`src/rtl/brick_draw_pkg.sv`:
```
// brick_draw_pkg
//   Shared definitions for the brick rasteriser: default brick geometry,
//   the loader wait window derived from it, the health colour codes,
//   the FSM state type and small helper functions.
package brick_draw_pkg;

   localparam int unsigned BRICK_W_DEF = 16;
   localparam int unsigned BRICK_H_DEF = 8;

   // Loader wait window: every pixel plus the done cycle and the return to idle.
   localparam int unsigned BRICKDRAW = BRICK_W_DEF * BRICK_H_DEF + 2;

   localparam logic [2:0] COLOUR_HP0 = 3'b000;  // erase to background
   localparam logic [2:0] COLOUR_HP1 = 3'b010;
   localparam logic [2:0] COLOUR_HP2 = 3'b110;
   localparam logic [2:0] COLOUR_HP3 = 3'b100;

   typedef enum logic [1:0] {
      S_IDLE,
      S_DRAW,
      S_DONE
   } state_t;

   function automatic logic [2:0] hp_colour(input logic [1:0] hp);
      logic [2:0] c;
      case (hp)
         2'd0:    c = COLOUR_HP0;
         2'd1:    c = COLOUR_HP1;
         2'd2:    c = COLOUR_HP2;
         default: c = COLOUR_HP3;
      endcase
      return c;
   endfunction

   // Counter width able to hold 0..n-1, never narrower than one bit.
   function automatic int unsigned cnt_w(input int unsigned n);
      return (n > 1) ? $clog2(n) : 1;
   endfunction

endpackage

```
`src/rtl/brick_draw_if.sv`:
```
// brick_draw_if
//   Bundle between the level loader / VGA adapter side and brick_draw.
//   Request side : draw_req, x_in, y_in, health_in (driven by master)
//   Pixel side   : x_out, y_out, colour, plot, busy, done (driven by slave)
interface brick_draw_if;

   logic       draw_req;
   logic [9:0] x_in;
   logic [9:0] y_in;
   logic [1:0] health_in;

   logic [9:0] x_out;
   logic [9:0] y_out;
   logic [2:0] colour;
   logic       plot;
   logic       busy;
   logic       done;

   modport master (
      output draw_req, x_in, y_in, health_in,
      input  x_out, y_out, colour, plot, busy, done
   );

   modport slave (
      input  draw_req, x_in, y_in, health_in,
      output x_out, y_out, colour, plot, busy, done
   );

endinterface

```
`src/rtl/brick_draw_pixel_counter.sv`:
```
// brick_pixel_counter
//   Raster counter walking px over 0..BRICK_W-1 and py over 0..BRICK_H-1.
//   clk    : system clock
//   resetn : synchronous active-low reset
//   clr    : force px = py = 0 (has priority over en)
//   en     : advance one pixel in raster order
//   px, py : current pixel offset inside the brick
//   last   : high while (px, py) is the final pixel of the brick
module brick_pixel_counter
   import brick_draw_pkg::*;
#(
   parameter int unsigned BRICK_W = BRICK_W_DEF,
   parameter int unsigned BRICK_H = BRICK_H_DEF,
   localparam int unsigned XW     = cnt_w(BRICK_W),
   localparam int unsigned YW     = cnt_w(BRICK_H)
) (
   input  logic          clk,
   input  logic          resetn,
   input  logic          clr,
   input  logic          en,
   output logic [XW-1:0] px,
   output logic [YW-1:0] py,
   output logic          last
);

   logic [XW-1:0] px_q, px_d;
   logic [YW-1:0] py_q, py_d;
   logic          px_end;
   logic          py_end;

   assign px_end = (px_q == XW'(BRICK_W - 1));
   assign py_end = (py_q == YW'(BRICK_H - 1));

   always_comb begin
      px_d = px_q;
      py_d = py_q;
      if (clr) begin
         px_d = '0;
         py_d = '0;
      end else if (en) begin
         if (px_end) begin
            px_d = '0;
            // py wraps too, so the counter idles at (0,0) after the last pixel
            py_d = py_end ? '0 : py_q + YW'(1);
         end else begin
            px_d = px_q + XW'(1);
         end
      end
   end

   always_ff @(posedge clk) begin
      if (!resetn) begin
         px_q <= '0;
         py_q <= '0;
      end else begin
         px_q <= px_d;
         py_q <= py_d;
      end
   end

   assign px   = px_q;
   assign py   = py_q;
   assign last = px_end && py_end;

endmodule

```
`src/rtl/brick_draw.sv`:
```
// brick_draw
//   Rasterises one brick rectangle per draw request, one pixel per clock,
//   toward the VGA adapter. Origin and health are latched on accept; later
//   input changes and requests during a draw are ignored.
//   clk    : system clock
//   resetn : synchronous active-low reset
//   bus    : brick_draw_if.slave
//            draw_req/x_in/y_in/health_in  request from the loader
//            x_out/y_out/colour/plot       pixel stream to the VGA adapter
//            busy                          high while pixels are emitted
//            done                          one-cycle pulse after last pixel
module brick_draw
   import brick_draw_pkg::*;
#(
   parameter int unsigned BRICK_W = BRICK_W_DEF,
   parameter int unsigned BRICK_H = BRICK_H_DEF
) (
   input  logic         clk,
   input  logic         resetn,
   brick_draw_if.slave  bus
);

   localparam int unsigned XW = cnt_w(BRICK_W);
   localparam int unsigned YW = cnt_w(BRICK_H);

   state_t     state_q, state_d;
   logic [9:0] x_base_q, x_base_d;
   logic [9:0] y_base_q, y_base_d;
   logic [1:0] hp_q, hp_d;
   logic       plot_q, plot_d;
   logic       busy_q, busy_d;
   logic       done_q, done_d;

   logic          cnt_clr;
   logic          cnt_en;
   logic [XW-1:0] px;
   logic [YW-1:0] py;
   logic          last;

   brick_pixel_counter #(
      .BRICK_W (BRICK_W),
      .BRICK_H (BRICK_H)
   ) u_counter (
      .clk    (clk),
      .resetn (resetn),
      .clr    (cnt_clr),
      .en     (cnt_en),
      .px     (px),
      .py     (py),
      .last   (last)
   );

   // plot/busy/done are registered from the next state so they line up
   // exactly with the state they describe.
   always_comb begin
      state_d  = state_q;
      x_base_d = x_base_q;
      y_base_d = y_base_q;
      hp_d     = hp_q;
      plot_d   = 1'b0;
      busy_d   = 1'b0;
      done_d   = 1'b0;
      cnt_clr  = 1'b0;
      cnt_en   = 1'b0;

      case (state_q)
         S_IDLE: begin
            if (bus.draw_req) begin
               x_base_d = bus.x_in;
               y_base_d = bus.y_in;
               hp_d     = bus.health_in;
               cnt_clr  = 1'b1;
               state_d  = S_DRAW;
               plot_d   = 1'b1;
               busy_d   = 1'b1;
            end
         end
         S_DRAW: begin
            cnt_en = 1'b1;
            if (last) begin
               state_d = S_DONE;
               done_d  = 1'b1;
            end else begin
               plot_d = 1'b1;
               busy_d = 1'b1;
            end
         end
         S_DONE: begin
            state_d = S_IDLE;
         end
         default: begin
            state_d = S_IDLE;
         end
      endcase
   end

   always_ff @(posedge clk) begin
      if (!resetn) begin
         state_q  <= S_IDLE;
         x_base_q <= '0;
         y_base_q <= '0;
         hp_q     <= '0;
         plot_q   <= 1'b0;
         busy_q   <= 1'b0;
         done_q   <= 1'b0;
      end else begin
         state_q  <= state_d;
         x_base_q <= x_base_d;
         y_base_q <= y_base_d;
         hp_q     <= hp_d;
         plot_q   <= plot_d;
         busy_q   <= busy_d;
         done_q   <= done_d;
      end
   end

   // 10-bit sums wrap mod 1024; no clipping at the screen edge.
   assign bus.x_out  = x_base_q + 10'(px);
   assign bus.y_out  = y_base_q + 10'(py);
   assign bus.colour = hp_colour(hp_q);
   assign bus.plot   = plot_q;
   assign bus.busy   = busy_q;
   assign bus.done   = done_q;

endmodule

```
`src/flat_wrapper.sv`:
```
// flat-port wrapper written by rule: the top's interface ports become plain ports
module brick_draw_flat import brick_draw_pkg::*;
#(
   parameter int unsigned BRICK_W = BRICK_W_DEF,
   parameter int unsigned BRICK_H = BRICK_H_DEF
)
  (clk, resetn, bus_draw_req, bus_x_in, bus_y_in, bus_health_in, bus_x_out, bus_y_out, bus_colour, bus_plot, bus_busy, bus_done);
  brick_draw_if bus_i ();
  input  logic clk;
  input  logic resetn;
  input wire logic [$bits(bus_i.draw_req)-1:0] bus_draw_req;
  input wire logic [$bits(bus_i.x_in)-1:0] bus_x_in;
  input wire logic [$bits(bus_i.y_in)-1:0] bus_y_in;
  input wire logic [$bits(bus_i.health_in)-1:0] bus_health_in;
  output wire logic [$bits(bus_i.x_out)-1:0] bus_x_out;
  output wire logic [$bits(bus_i.y_out)-1:0] bus_y_out;
  output wire logic [$bits(bus_i.colour)-1:0] bus_colour;
  output wire logic [$bits(bus_i.plot)-1:0] bus_plot;
  output wire logic [$bits(bus_i.busy)-1:0] bus_busy;
  output wire logic [$bits(bus_i.done)-1:0] bus_done;
  assign bus_i.draw_req = bus_draw_req;
  assign bus_i.x_in = bus_x_in;
  assign bus_i.y_in = bus_y_in;
  assign bus_i.health_in = bus_health_in;
  assign bus_x_out = bus_i.x_out;
  assign bus_y_out = bus_i.y_out;
  assign bus_colour = bus_i.colour;
  assign bus_plot = bus_i.plot;
  assign bus_busy = bus_i.busy;
  assign bus_done = bus_i.done;
  brick_draw #(.BRICK_W(BRICK_W), .BRICK_H(BRICK_H)) u_core (.clk(clk), .resetn(resetn), .bus(bus_i));
endmodule
```
`config.mk`:
```
export PLATFORM = sky130hd
export DESIGN_NAME = brick_draw_flat
export DESIGN_NICKNAME = d
export VERILOG_FILES = /design/src/rtl/brick_draw_pkg.sv /design/src/rtl/brick_draw_if.sv /design/src/rtl/brick_draw_pixel_counter.sv /design/src/rtl/brick_draw.sv /design/src/flat_wrapper.sv
export SDC_FILE = /design/constraint.sdc
export NUM_CORES = 1
export LEC_CHECK = 0
export CORE_MARGIN = 2
export CORE_UTILIZATION = 43
export DETAILED_ROUTE_END_ITERATION = 8
export PLACE_DENSITY_LB_ADDON = 0.08
export SLEW_MARGIN = 15
export SYNTH_ARGS = -nofsm -noshare
export SYNTH_HDL_FRONTEND = slang
export SYNTH_SLANG_ARGS = --single-unit
```
`constraint.sdc`:
```
create_clock -name clk -period 2.24 [get_ports clk]
set_input_delay 0.336 -clock clk [delete_from_list [all_inputs] [get_ports clk]]
set_output_delay 0.336 -clock clk [all_outputs]
set_load 0.01 [all_outputs]
```
==> results.md <==
- Crit-path slowest cell: clkdlybuf4s50_1
- Placed Cells: 281
- Switching Share: 26.3%
- Gr ovfl total: 0
- Pre-CTS WS: -0.162 ns
- ANT nets after route: 0
- Final WS setup: between 0.06 and 0.07 ns
- Cells after Synth: 179
- Critical path launch point type: flip-flop
- Crit path buf inv count: 1
- Clk_lat worst skew: 0.29 ns
- Fin cells: 288
- Compound-gate portion of the synthesized area: 23.1%
- CTS tree: yes
- WP data required: 1.90 ns
- Synth Register Bits: 33
- Largest net degree at the start of global routing: 25
- Reg power frac: 47.8%
- Register area share after synthesis: 38.4%
- Synth Flop Type: dfxtp_1
- Family with the most delay on the worst path: adder cells
- Leakage power: 1.10 nW
- Clock sinks: 33
- Fin nets: 279
- EDFF count, synth: 0
- # fillers: between 300 and 400
- Fin Hold WS: between 0.5 and 0.6 ns
- Final core occ: 66.5%
- Post-synthesis xor/xnor area fraction: just over 8%
- Leading cell type in the layout, fill and taps excluded: clkdlybuf4s50_1
- PD cells: around 550 mW/mm^2
- Antenna Cells: 0
- Async SR Flop Fraction: 0%
- DIE WIDTH: 67.2 microns
- Clock-pin slew on the worst setup and hold paths: 0.07 ns
- Synthesized area: 0.00172 sq mm
- Layout Skew: 0.00630 ns
- H-tree levels: 2
- Simple-gate portion of the synthesized area: between 10% and 20%
- DRT iter0 DRCs: 62
- Area Growth Syn to Fin: 44.9%
- Unique cell type count in the Yosys netlist: 37
- Comb power frac: 18.6%
- Switching pwr: 0.000363 W
- Setup TNS: 0 ns
- Crit-path max FO: 2
- Fmax achieved: 0.460 GHz
- Fraction of layout cells with a size suffix above 1: 20.8%
- First-pass DRT Iterations: 5
- Clock Power Share: 33.5%
- Slew HR: 41.9%
- Most frequent cells in the layout: clkdlybuf4s50_1 (32), dfxtp_1 (28), a22o_1 (19)
- Num ports: 51
- Vias in the first global route: 1579
- Post-Synth Adder-Cell Area: 11.1%
- Full die area: 0.00452 sq mm
- Root Buffer: clkbuf_8
- Max-slew violations: 0
- Routed vias: roughly 1500
- Hold Path Class: reg -> reg
- Final setup violation count: 0
- Slowest stage delay, CP: 0.54 ns
- Initial core utilization: 45.9%
- CP Class: reg -> out
- TritonCTS Buffers: 5
- Chip height: ~67 microns
- Mux contribution to synthesized area: 0.582%
- Global-route wire length before repair: 7120 microns
- CP endpoint kind: primary output
- Final hold viol count: 0
- Hold_buf cts: 0
- Via/cell ratio: 5.34
- Core Rows: 22
- Status: complete, no violations
- Yosys warns: 0
- Hpwl dp: 2920 microns
- Avg Cell Area, Syn: 9.60 sq um
- Largest family of logic cells by synthesized area: compound AO/OA/AOI/OAI gates
- Worst-margin pin slew: 0.872 ns
- Max IR drop VDD: about 0.34 mV
- Routed wire length: 4180 microns
- IO buf count: 49
- Unrepaired setup endpoints after global routing: true
- Syn nets: 218
- Total Routing Usage GR: 20.8%
- Max cap viols: 0
- CP Cell Sequence: ha_2 > fa_1 > clkdlybuf4s50_1
- Post-layout min period: 2.18 ns
- Power Internal: 0.00102 W
- Worst Path Arrival: 1.84 ns
- CORE AREA: 0.00374 sq mm
- Clock Tree Buf Depth: 2
- Antenna violations before repair: 0
- DR DRC count: 0
- Wire per inst: 14.5 microns
- Placer Congestion: 0.818
- Fin crit share: between 90% and 100%
-- state kept, by name (all words and copies together), names as in the netlist --
signal / flops
u_core.bus.done: 1
u_core.bus.plot: 1
u_core.hp_q: 2
u_core.state_q: 2
u_core.u_counter.px: 4
u_core.u_counter.py: 3
u_core.x_base_q: 10
u_core.y_base_q: 10
-- power by group through the flow --
stage,Clock (W),Combinational (W),Sequential [W]
finish,0.000463,0.000257,0.000660
global route,0.000495,0.000283,0.000665
CTS,0.000466,0.000255,0.000656
detailed placement,0,0.000264,0.000669
global placement,0,0.000259,0.000666
floorplan,0,0.000127,0.000661
-- layout make-up --
cell class	instances	area, sq um	area share (%)
repair buffers	62	557	22.4
flip-flops and latches	33	667	26.8
multi-input cells	129	1090	43.6
inverters	9	33.8	1.36
well taps	48	60.1	2.41
clock buffers	7	86.3	3.47
-- cells in the mapped netlist, drive strengths merged (5+ instances only) --
cell type   n  area [sq um]
ha         12           150
a22o       19           166
a21oi      12          60.1
o21ai      13          65.1
nand2      12          45.0
xor2        9          78.8
inv         9          33.8
buf         8          47.5
dfxtp      33           661
xnor2       7          61.3
nor2        5          18.8
-- path summary, 6_finish.rpt --
path                                                to  slack, ns  cells after the start                    from
worst max-delay path                      bus_x_out[1]       0.06                      3  u_core.u_counter.px[0]
worst min-delay path                u_core.x_base_q[0]       0.50                      1      u_core.x_base_q[0]
worst max register to register  u_core.u_counter.py[1]       0.63                      5  u_core.u_counter.py[0]
worst min register to register      u_core.x_base_q[0]       0.50                      1      u_core.x_base_q[0]
-- metal layers --
metal | wire length (microns) | track usage, % | vias up
li1 | - | - | 768
met1 | 1920 | 25.6 | 725
met2 | 1960 | 34.7 | 37
met3 | 251 | 6.33 | 7
met4 | 56 | 6.89 | 0
met5 | 0 | 0 | -
-- per-stage QoR --
| step | instance area [sq um] | power (W) |
|---|---|---|
| finish | 2490 | 0.00138 |
| global route | 2490 | 0.00144 |
| CTS | 2430 | 0.00138 |
| detailed placement | 2320 | 0.000933 |
| global placement | 2320 | 0.000925 |
| floorplan | 1720 | 0.000788 |
-- what timing repair did --
action	in CTS	in global routing
buffers inserted	0	1
endpoints found under the setup margin	17	13
resized for setup	32	20
pin swaps	2	4
hold endpoints to repair	0	0
-- logic make-up after synthesis --
kind of cell / count (synthesis)
xor gates and xnor gates: 16
and+or+nand+nor: 41
other: 1
buffers and inverters: 17
DFF: 33
adders and majority gates: 14
muxes: 1
AOI/OAI and AO/OA: 56
No activity file was read; power rests on OpenSTA's default activity.
